<file path="src/rtl/ldm_stm_sequencer_if.sv">
// Control-word / sequencer bus for the LDM/STM register-list sequencer.
// The master side is the microprogrammed control unit; the slave side is the sequencer.
interface ldm_stm_sequencer_if #(
  parameter int ADDR_W = 32
);
  logic              LOAD;
  logic              STEP;
  logic [31:0]       IR;
  logic [ADDR_W-1:0] BASE;
  logic [3:0]        REG_NUM;
  logic [ADDR_W-1:0] ADDR;
  logic [4:0]        CNT;
  logic [ADDR_W-1:0] WB_ADDR;
  logic              READY;
  logic              MLS0;
  logic              MLS1;

  modport master (
    output LOAD, STEP, IR, BASE,
    input  REG_NUM, ADDR, CNT, WB_ADDR, READY, MLS0, MLS1
  );

  modport slave (
    input  LOAD, STEP, IR, BASE,
    output REG_NUM, ADDR, CNT, WB_ADDR, READY, MLS0, MLS1
  );
endinterface

</file>
<file path="src/rtl/ldm_stm_sequencer.sv">
// LDM/STM register-list sequencer: walks the captured list lowest register first,
// presenting one register number and memory address per transfer step.
//
// state | meaning
// IDLE  | no sequence active, waiting for LOAD
// CALC  | one cycle: count list bits, compute start and writeback addresses
// XFER  | REG_NUM/ADDR valid, waiting for STEP per transfer
// DONE  | one cycle after the last transfer (or an empty list), then IDLE
module ldm_stm_sequencer #(
  parameter int ADDR_W     = 32,
  parameter int WORD_BYTES = 4
) (
  input logic             CLK,
  input logic             RESET,
  ldm_stm_sequencer_if.slave bus
);

  localparam logic [1:0] S_IDLE = 2'd0;
  localparam logic [1:0] S_CALC = 2'd1;
  localparam logic [1:0] S_XFER = 2'd2;
  localparam logic [1:0] S_DONE = 2'd3;

  logic [1:0]        state_q, state_d;
  logic [15:0]       list_q, list_d;
  logic              p_q, p_d;
  logic              u_q, u_d;
  logic [ADDR_W-1:0] base_q, base_d;
  logic [4:0]        cnt_q, cnt_d;
  logic [ADDR_W-1:0] addr_q, addr_d;
  logic [ADDR_W-1:0] wb_addr_q, wb_addr_d;

  logic [4:0]        pop;
  logic [3:0]        low_idx;
  logic [15:0]       list_minus1;
  logic              one_left;
  logic [ADDR_W-1:0] word;
  logic [ADDR_W-1:0] span;

  // Only the list, P and U bits of IR matter here.
  logic unused_ir;
  assign unused_ir = ^{bus.IR[31:25], bus.IR[22:16]};

  // List decode: bit count, lowest remaining register, single-bit detect.
  always_comb begin
    pop     = 5'd0;
    low_idx = 4'd0;
    for (int i = 0; i < 16; i++) begin
      pop = pop + {4'd0, list_q[i]};
    end
    for (int i = 15; i >= 0; i--) begin
      if (list_q[i]) low_idx = 4'(i);
    end
    list_minus1 = list_q - 16'd1;
    one_left    = (list_q != 16'd0) && ((list_q & list_minus1) == 16'd0);
    word        = ADDR_W'(WORD_BYTES);
    span        = ADDR_W'(pop) * word;
  end

  // Next-state and datapath; LOAD overrides everything but reset.
  always_comb begin
    state_d   = state_q;
    list_d    = list_q;
    p_d       = p_q;
    u_d       = u_q;
    base_d    = base_q;
    cnt_d     = cnt_q;
    addr_d    = addr_q;
    wb_addr_d = wb_addr_q;
    if (bus.LOAD) begin
      state_d = S_CALC;
      list_d  = bus.IR[15:0];
      p_d     = bus.IR[24];
      u_d     = bus.IR[23];
      base_d  = bus.BASE;
    end else begin
      case (state_q)
        S_CALC: begin
          cnt_d     = pop;
          wb_addr_d = u_q ? base_q + span : base_q - span;
          // Transfers always run upward in address, so decrementing modes start low.
          case ({p_q, u_q})
            2'b01:   addr_d = base_q;
            2'b11:   addr_d = base_q + word;
            2'b00:   addr_d = base_q - span + word;
            default: addr_d = base_q - span;
          endcase
          state_d = (list_q == 16'd0) ? S_DONE : S_XFER;
        end
        S_XFER: begin
          if (bus.STEP) begin
            list_d = list_q & list_minus1;
            addr_d = addr_q + word;
            if (one_left) state_d = S_DONE;
          end
        end
        S_DONE:  state_d = S_IDLE;
        default: state_d = S_IDLE;
      endcase
    end
  end

  // State registers with synchronous reset.
  always_ff @(posedge CLK) begin
    if (RESET) begin
      state_q   <= S_IDLE;
      list_q    <= 16'd0;
      p_q       <= 1'b0;
      u_q       <= 1'b0;
      base_q    <= '0;
      cnt_q     <= 5'd0;
      addr_q    <= '0;
      wb_addr_q <= '0;
    end else begin
      state_q   <= state_d;
      list_q    <= list_d;
      p_q       <= p_d;
      u_q       <= u_d;
      base_q    <= base_d;
      cnt_q     <= cnt_d;
      addr_q    <= addr_d;
      wb_addr_q <= wb_addr_d;
    end
  end

  // Output decode; the list is empty in IDLE/DONE so REG_NUM settles at 0 there.
  always_comb begin
    bus.REG_NUM = low_idx;
    bus.ADDR    = addr_q;
    bus.CNT     = cnt_q;
    bus.WB_ADDR = wb_addr_q;
    bus.READY   = (state_q == S_XFER);
    bus.MLS0    = (state_q == S_IDLE) || (state_q == S_DONE);
    bus.MLS1    = (state_q == S_XFER) && one_left;
  end

endmodule

</file>
<file path="src/flat_wrapper.sv">
// flat-port wrapper written by rule: the top's interface ports become plain ports
module ldm_stm_sequencer_flat 
#(
  parameter int ADDR_W     = 32,
  parameter int WORD_BYTES = 4
)
  (CLK, RESET, bus_LOAD, bus_STEP, bus_IR, bus_BASE, bus_REG_NUM, bus_ADDR, bus_CNT, bus_WB_ADDR, bus_READY, bus_MLS0, bus_MLS1);
  ldm_stm_sequencer_if #(.ADDR_W(ADDR_W)) bus_i ();
  input logic CLK;
  input logic RESET;
  input wire logic [$bits(bus_i.LOAD)-1:0] bus_LOAD;
  input wire logic [$bits(bus_i.STEP)-1:0] bus_STEP;
  input wire logic [$bits(bus_i.IR)-1:0] bus_IR;
  input wire logic [$bits(bus_i.BASE)-1:0] bus_BASE;
  output wire logic [$bits(bus_i.REG_NUM)-1:0] bus_REG_NUM;
  output wire logic [$bits(bus_i.ADDR)-1:0] bus_ADDR;
  output wire logic [$bits(bus_i.CNT)-1:0] bus_CNT;
  output wire logic [$bits(bus_i.WB_ADDR)-1:0] bus_WB_ADDR;
  output wire logic [$bits(bus_i.READY)-1:0] bus_READY;
  output wire logic [$bits(bus_i.MLS0)-1:0] bus_MLS0;
  output wire logic [$bits(bus_i.MLS1)-1:0] bus_MLS1;
  assign bus_i.LOAD = bus_LOAD;
  assign bus_i.STEP = bus_STEP;
  assign bus_i.IR = bus_IR;
  assign bus_i.BASE = bus_BASE;
  assign bus_REG_NUM = bus_i.REG_NUM;
  assign bus_ADDR = bus_i.ADDR;
  assign bus_CNT = bus_i.CNT;
  assign bus_WB_ADDR = bus_i.WB_ADDR;
  assign bus_READY = bus_i.READY;
  assign bus_MLS0 = bus_i.MLS0;
  assign bus_MLS1 = bus_i.MLS1;
  ldm_stm_sequencer #(.ADDR_W(ADDR_W), .WORD_BYTES(WORD_BYTES)) u_core (.CLK(CLK), .RESET(RESET), .bus(bus_i));
endmodule
</file>
<file path="config.mk">
export PLATFORM = sky130hd
export DESIGN_NAME = ldm_stm_sequencer_flat
export DESIGN_NICKNAME = d
export VERILOG_FILES = /design/src/rtl/ldm_stm_sequencer_if.sv /design/src/rtl/ldm_stm_sequencer.sv /design/src/flat_wrapper.sv
export SDC_FILE = /design/constraint.sdc
export NUM_CORES = 1
export LEC_CHECK = 0
export CAP_MARGIN = 0
export CORE_ASPECT_RATIO = 2
export CORE_MARGIN = 2
export CORE_UTILIZATION = 50
export CTS_CLUSTER_SIZE = 24
export DETAILED_ROUTE_END_ITERATION = 10
export PLACE_DENSITY = 0.87
export SLEW_MARGIN = 15
export SYNTH_ARGS = -nofsm -noshare
export SYNTH_HDL_FRONTEND = slang
export SYNTH_SLANG_ARGS = --single-unit
export TNS_END_PERCENT = 100
</file>
<file path="constraint.sdc">
create_clock -name CLK -period 6.65 [get_ports CLK]
set_input_delay 1.33 -clock CLK [delete_from_list [all_inputs] [get_ports CLK]]
set_output_delay 1.33 -clock CLK [all_outputs]
set_load 0.01 [all_outputs]
</file>
Word-level counts from Yosys, hierarchy flattened

Index checks and enable logic that the tools add are counted.
Widths: inputs -> output; s select.

Register bits after elaboration: 121
Output and inout port bits: 76
Word-level logic and storage cells: 86
Input port bits: 68

Bitwise gates (word level): 2
Reductions and logical operators: 17
Equality and inequality tests: 9
Mux-type cells: 28
$add $sub $neg: 21

Operators by type and width:

| cell                  | count |
|---|---|
| $add 32x3->32 const B | 3 |
| $pmux 32 s3           | 1 |
| $add 5x1->5           | 14 |
| $mux 32               | 2 |
| $mux 4                | 16 |
| $pmux 32 s2           | 1 |
| $mux 16               | 3 |
| $add 32x7->32         | 1 |
| $logic_not 16->1      | 2 |
| $sub 32x7->32         | 1 |
| $and 16x16->16        | 1 |
| $reduce_bool 16->1    | 1 |
| $sub 16x1->16 const B | 1 |
| $reduce_and 2->1      | 4 |
| $eq 2x2->1 const B    | 3 |
| $reduce_bool 2->1     | 3 |
| $eq 2x1->1 const B    | 2 |
| $logic_not 2->1       | 2 |
| $mux 2                | 2 |
| $pmux 2 s2            | 1 |
| $ne 3x2->1 const B    | 1 |
| $ne 3x3->1 const B    | 1 |
| $reduce_and 3->1      | 1 |
| $add 1x1->2           | 1 |
| 7 further kinds       | 9 |

Longest topological paths before layout

Depth after elaboration: 19
Depth in mapped cells: 28

Worst setup path before layout

OpenSTA, ideal clock, no wires.

Kind: register to register
From: reg u_core.list_q[0]
To: reg u_core.addr_q[31] (netlist: u_core.bus.ADDR[31])
Required time: 6.558 ns
Buffers on the path: 1
Slack: -0.214 ns
Setup time: 0.092 ns
Clock period less this slack: 6.864 ns
Arrival: 6.771 ns
Cell stages (with the launch flop): 22
Cell sequence: dfxtp_1 > inv_1 > ha_1 > inv_1 > fa_1 > fa_1 > fa_1 > fa_1 > fa_1 > fa_1 > inv_1 > fa_1 > or2_2 > a211oi_1 > clkbuf_1 > nor4_4 > xnor2_1 > or4_4 > nor4_4 > nand4b_1 > xnor2_1 > o32ai_1

Longest elaborated chain between the ends: 19

RTL lines:

| item                         | RTL line                                         | source |
|---|---|---|
| from (decl)                  | ldm_stm_sequencer.sv:24                          | `logic [15:0] list_q, list_d;` |
| from (signal assigned)       | ldm_stm_sequencer.sv:115                         | `list_q <= list_d;` |
| $add 1x1->2 *                | ldm_stm_sequencer.sv:48                          | `pop = pop + {4'd0, list_q[i]};` |
| $add 5x1->5 * (14 in series) | ldm_stm_sequencer.sv:48                          |  |
| via u_core.pop[1]            | ldm_stm_sequencer.sv:32                          | `logic [4:0] pop;` |
| $sub 32x7->32 *              | ldm_stm_sequencer.sv:84, ldm_stm_sequencer.sv:85 |  |
| $add 32x3->32                | ldm_stm_sequencer.sv:84                          | `2'b00: addr_d = base_q - span + word;` |
| $pmux 32 s3 *                | ldm_stm_sequencer.sv:81                          | `case ({p_q, u_q})` |
| $pmux 32 s2 *                | ldm_stm_sequencer.sv:76                          | `case (state_q)` |
| to (signal assigned)         | ldm_stm_sequencer.sv:120                         | `addr_q <= addr_d;` |
| to (decl)                    | ldm_stm_sequencer.sv:29                          | `logic [ADDR_W-1:0] addr_q, addr_d;` |

The timed path passes the listed nets; every way through them passes the cells marked *.
A chain may end at the register's enable or synchronous reset.

Worst setup path after layout

From: reg u_core.list_q[1]
To: reg u_core.addr_q[30] (netlist: u_core.bus.ADDR[30])

The elaborated chain is that of the path after synthesis.

==> results.md <==
- The arrival time at the worst endpoint is around 7.2 ns.
- The overall die width is about 100 um.
- The worst setup slack after placement is -0.119 ns.
- Hold timing on the final database bottoms out at a slack of between 0.4 and 0.5 ns.
- The area occupied by multi-input gates is approximately 7000 um2.
- The share of synthesized area in the top cell type comes to 0.251.
- The worst max-slew margin expressed relative to the limit is 0.191.
- Global routing finished with a remaining overflow of 0.
- The tree is rooted in a clkbuf_16.
- The routed wire length on met2 is between 15000 and 20000 um.
- The Yosys warning count is 0.
- STA classifies the critical path startpoint as a flip-flop.
- The routed layout has ~11k vias.
- The analysis attributes to cell leakage a power of approximately 4.9 nW.
- The flow ran to the end, but the final reports show violations.
- The routed metal-1 wire length is ~13000 um.
- Detailed routing placed a total of 2860 um of wire on met3.
- The maximum single-stage delay on the critical path is a little under 0.6 ns.
- Counting flops with a built-in enable in the synthesized netlist gives 0.
- Of the synthesized area, sequential elements account for 0.251.
- The total of endpoints with negative setup slack in the final report is 17.
- In this run the deepest clock path goes through 2 buffers.
- The cell type contributing the most total cell area after synthesis is dfxtp_1.
- The via count of the first global-routing pass is about 11k.
- The clock network latency to the later pin of the worst-skew pair is about 0.44 ns.
- The final instance area is between 10000 and 15000 um2.
- The total number of placement rows is just over 70.
- In this run the worst path has a maximum fanout of 7.
- The clock net sink count is ~120.
- The classification of the worst-slack hold path is reg2reg.
- The count of nets left with antenna violations once routing finished came out at 0.
- The number of hold-slack violations in the final timing report is 0.
- In the synthesized netlist, the number of instances is 1342.
- After filler insertion, the fill cell instance count of the layout stands at approximately 1.5k.
- The number of antenna diodes in the final layout is 0.
- The slowest stage of the critical path is the fa_1 cell.
- For the finished layout, the period the worst path requires is 6.87 ns.
- The floorplan step defined a die boundary enclosing between 20000 and 25000 um2.
- Buffers placed on the I/O ports in this run total roughly 130.
- Static timing analysis puts the maximum clock frequency at ~150 MHz.
- The average instance in the mapped netlist occupies 7.20 um2.
- The ratio of total power to cell area is between 200 and 300 nW/um2.
- The number of nets in the synthesized netlist is about 1.4k.
- The total chip power is 3.46 mW.
- Clock skew on the completed layout was measured at 0.0137 ns.
- During I/O placement, the number of pins put on the boundary was roughly 140.
- After layout, the worst setup slack is -0.220 ns.
- The wire-length estimate of the detail-placed layout is about 26000 um.
- The critical path in this run is classified as reg2reg.
- The peak supply drop is a little under 200 uV.
- The die span in y is 201 um.
- The clock tree from TritonCTS is done.
- Of the cells placed in the final design, the portion with a size suffix greater than 1 is 0.162.
- In this run the standard cell core region covers approximately 19000 um2.
- The total of flip-flops plus latches after synthesis is 121.
- Entering global routing, the biggest net connects 97 pins.
- The clock slew at the register clock pins of the worst setup and hold paths is roughly 0.06 ns.
- The post-place instance area is 11700 um2.
- Yosys attributes the largest share of cell area to dfxtp_1 (25%), a21oi_1 (6.7%), nand2_1 (6.7%).
- The synthesized netlist contains between 70 and 80 unique library cells.
- The area overhead of the layout relative to synthesis is 33.3%.
- The number of iterations in the first detailed-routing pass is 6.
- The data required time of the critical path is 7.01 ns.
- In the final design database the tool counted approximately 1.6k nets.
- Across every metal layer, demand over resource in global routing totals 0.354.
- By instance count, the cell type seen most on the critical path is fa_1.
- The mapped netlist covers a little under 10000 um2.
- Across the run, the number of max-cap violations was 0.
- The initial utilization of the core area, before any placement, comes to 0.503.
- In the final routed layout, each cell accounts on average for 21.4 um.
- Routability-driven placement finished with a final weighted congestion of just over 1.
- The number of placed instances, taps included is around 1.7k.
- Buffers inserted during clock tree synthesis total 17.
- The initial antenna violation count is 0.
- The final layout contains routed wiring with a total length of between 30000 and 40000 um.
- The first-pass GRT wire length is between 50000 and 60000 um.
- The flip-flop cell with the highest count after synthesis is dfxtp_1.
- Summing all flip-flop and latch instances after layout gives 2420 um2.
- STA classifies the critical path endpoint as a flip-flop.
- The maximum level of the CTS H-tree is 4.
- Setup repair after global routing could not meet its margin everywhere.
- At the pin with the least slew margin, the transition time is about 1.2 ns.
- The post-detailed-route DRC marker count is 0.
- The checks that failed: negative setup slack.
- The share of synthesized registers carrying an async set or reset is 0.
- The count of final max-slew check failures was 0.
- The final instance count without filler cells is between 1.5k and 2k.
- After detailed routing, the number of vias per cell comes to between 6 and 7.
- In the finished design, the share of the clock period the worst path needs comes to 1.03.
- The number of DRC markers after the initial detailed-route iteration is ~1.5k.
- The uppermost layer routed is met4.
worst paths after layout:
kind	startpoint	to	slack, ns	cells past startpoint
setup / recovery	u_core.list_q[1]$_SDFFE_PP0P_	u_core.bus.ADDR[30]$_SDFFE_PP0P_	-0.22	26
setup reg to reg	u_core.list_q[1]$_SDFFE_PP0P_	u_core.bus.ADDR[30]$_SDFFE_PP0P_	-0.22	26
hold reg to reg	u_core.bus.WB_ADDR[18]$_SDFFE_PP0P_	u_core.bus.WB_ADDR[18]$_SDFFE_PP0P_	0.46	2
hold / removal	u_core.bus.WB_ADDR[18]$_SDFFE_PP0P_	u_core.bus.WB_ADDR[18]$_SDFFE_PP0P_	0.46	2
through the flow:
step	setup TNS, ns	utilization
6_report	-2.04	0.671
5_1_grt	-5.77	0.671
4_1_cts	0	0.644
3_5_place_dp	-0.692	0.608
3_3_place_gp	-0.141	0.608
2_1_floorplan	0	-
synthesized netlist by cell type (6+ instances only):
cell type  count
mux2i_1       38
buf_2          6
clkbuf_1      88
a21oi_1      130
xnor2_1       60
o21ai_0       55
fa_1          12
nand4_1       22
or4_1          8
buf_1          7
a221oi_1       6
a21o_1        13
nor2_1       136
nand2b_1       8
nor4_1        26
inv_1         52
nand3_1       44
nor3_1        56
a31oi_1       22
nand2_1      172
and4_1         7
ha_1          27
and3_1        21
dfxtp_1      121
o211ai_1      15
a211oi_1      23
o221ai_1       6
xor2_1        28
o22ai_1       18
nor2b_1       11
or3_1          7
layout make-up:
type,count,share of cell area
Clock buffer,19,0.0344
Clock inverter,13,0.0130
Inverter,53,0.0156
Multi-Input combinational cell,1065,0.545
Sequential cell,121,0.188
Tap cell,259,0.0252
Timing Repair Buffer,256,0.178
power by group:
group          switching [mW]  internal [mW]  leakage [nW]  total [mW]
Clock                   0.383          0.602         0.294       0.985
Combinational           0.896          0.733          3.58        1.63
Sequential             0.0739          0.768         0.989       0.842
Total                    1.35           2.10          4.86        3.46
sequential cells by signal, summed over array words and instances, names as in the netlist:
register,count
u_core.base_q,32
u_core.bus.ADDR,32
u_core.bus.WB_ADDR,32
u_core.list_q,16
u_core.bus.CNT,5
u_core.state_q,2
u_core.p_q,1
u_core.u_q,1
layer usage:
layer  GRT usage  vias to the layer above
li1            -                     5151
met4       0.277                        0
met5           0                        -
met3      0.0550                      289
met1       0.367                     5210
met2       0.613                      812
cells in the final DEF (no fill, tap or decap), drive strengths merged, types with 22 or more instances in the layout:
master,instances
o21ai,56
buf,129
ha,27
nor4,33
nand4,22
xnor2,60
nand3,44
nand2,172
a211oi,24
nor2,137
mux2i,38
xor2,28
a31oi,22
dfxtp,121
nor3,56
a21oi,130
clkdlybuf4s50,127
inv,54
critical path, delay by kind of cell, from the launching register on:
| family | cells | cell delay (ns) |
|---|---|---|
| AOI/OAI and AO/OA | 5 | 0.83 |
| xor gates and xnor gates | 1 | 0.21 |
| adders and majority gates | 8 | 3.37 |
| buffers and inverters | 8 | 1.00 |
| DFF | 1 | 0.33 |
| and+or+nand+nor | 4 | 1.02 |
logic make-up (layout without fill, tap and decap cells):
kind of cell               count (synthesis)  count (layout)  synth area share
adders and majority gates                 39              39            0.0598
muxes                                     38              38            0.0394
DFF                                      121             121             0.251
AOI/OAI and AO/OA                        344             344             0.224
xor gates and xnor gates                  88              88            0.0798
and+or+nand+nor                          556             556             0.283
buffers and inverters                    156             341            0.0626
repair_timing:
action,in CTS,in global routing
hold buffers,0,0
endpoints found under the setup margin,18,21
pin swaps,3,46
gates resized for setup,14,79
gates cloned,0,1
buffers inserted,6,17
Note: power is estimated with default switching activity, not from simulation.
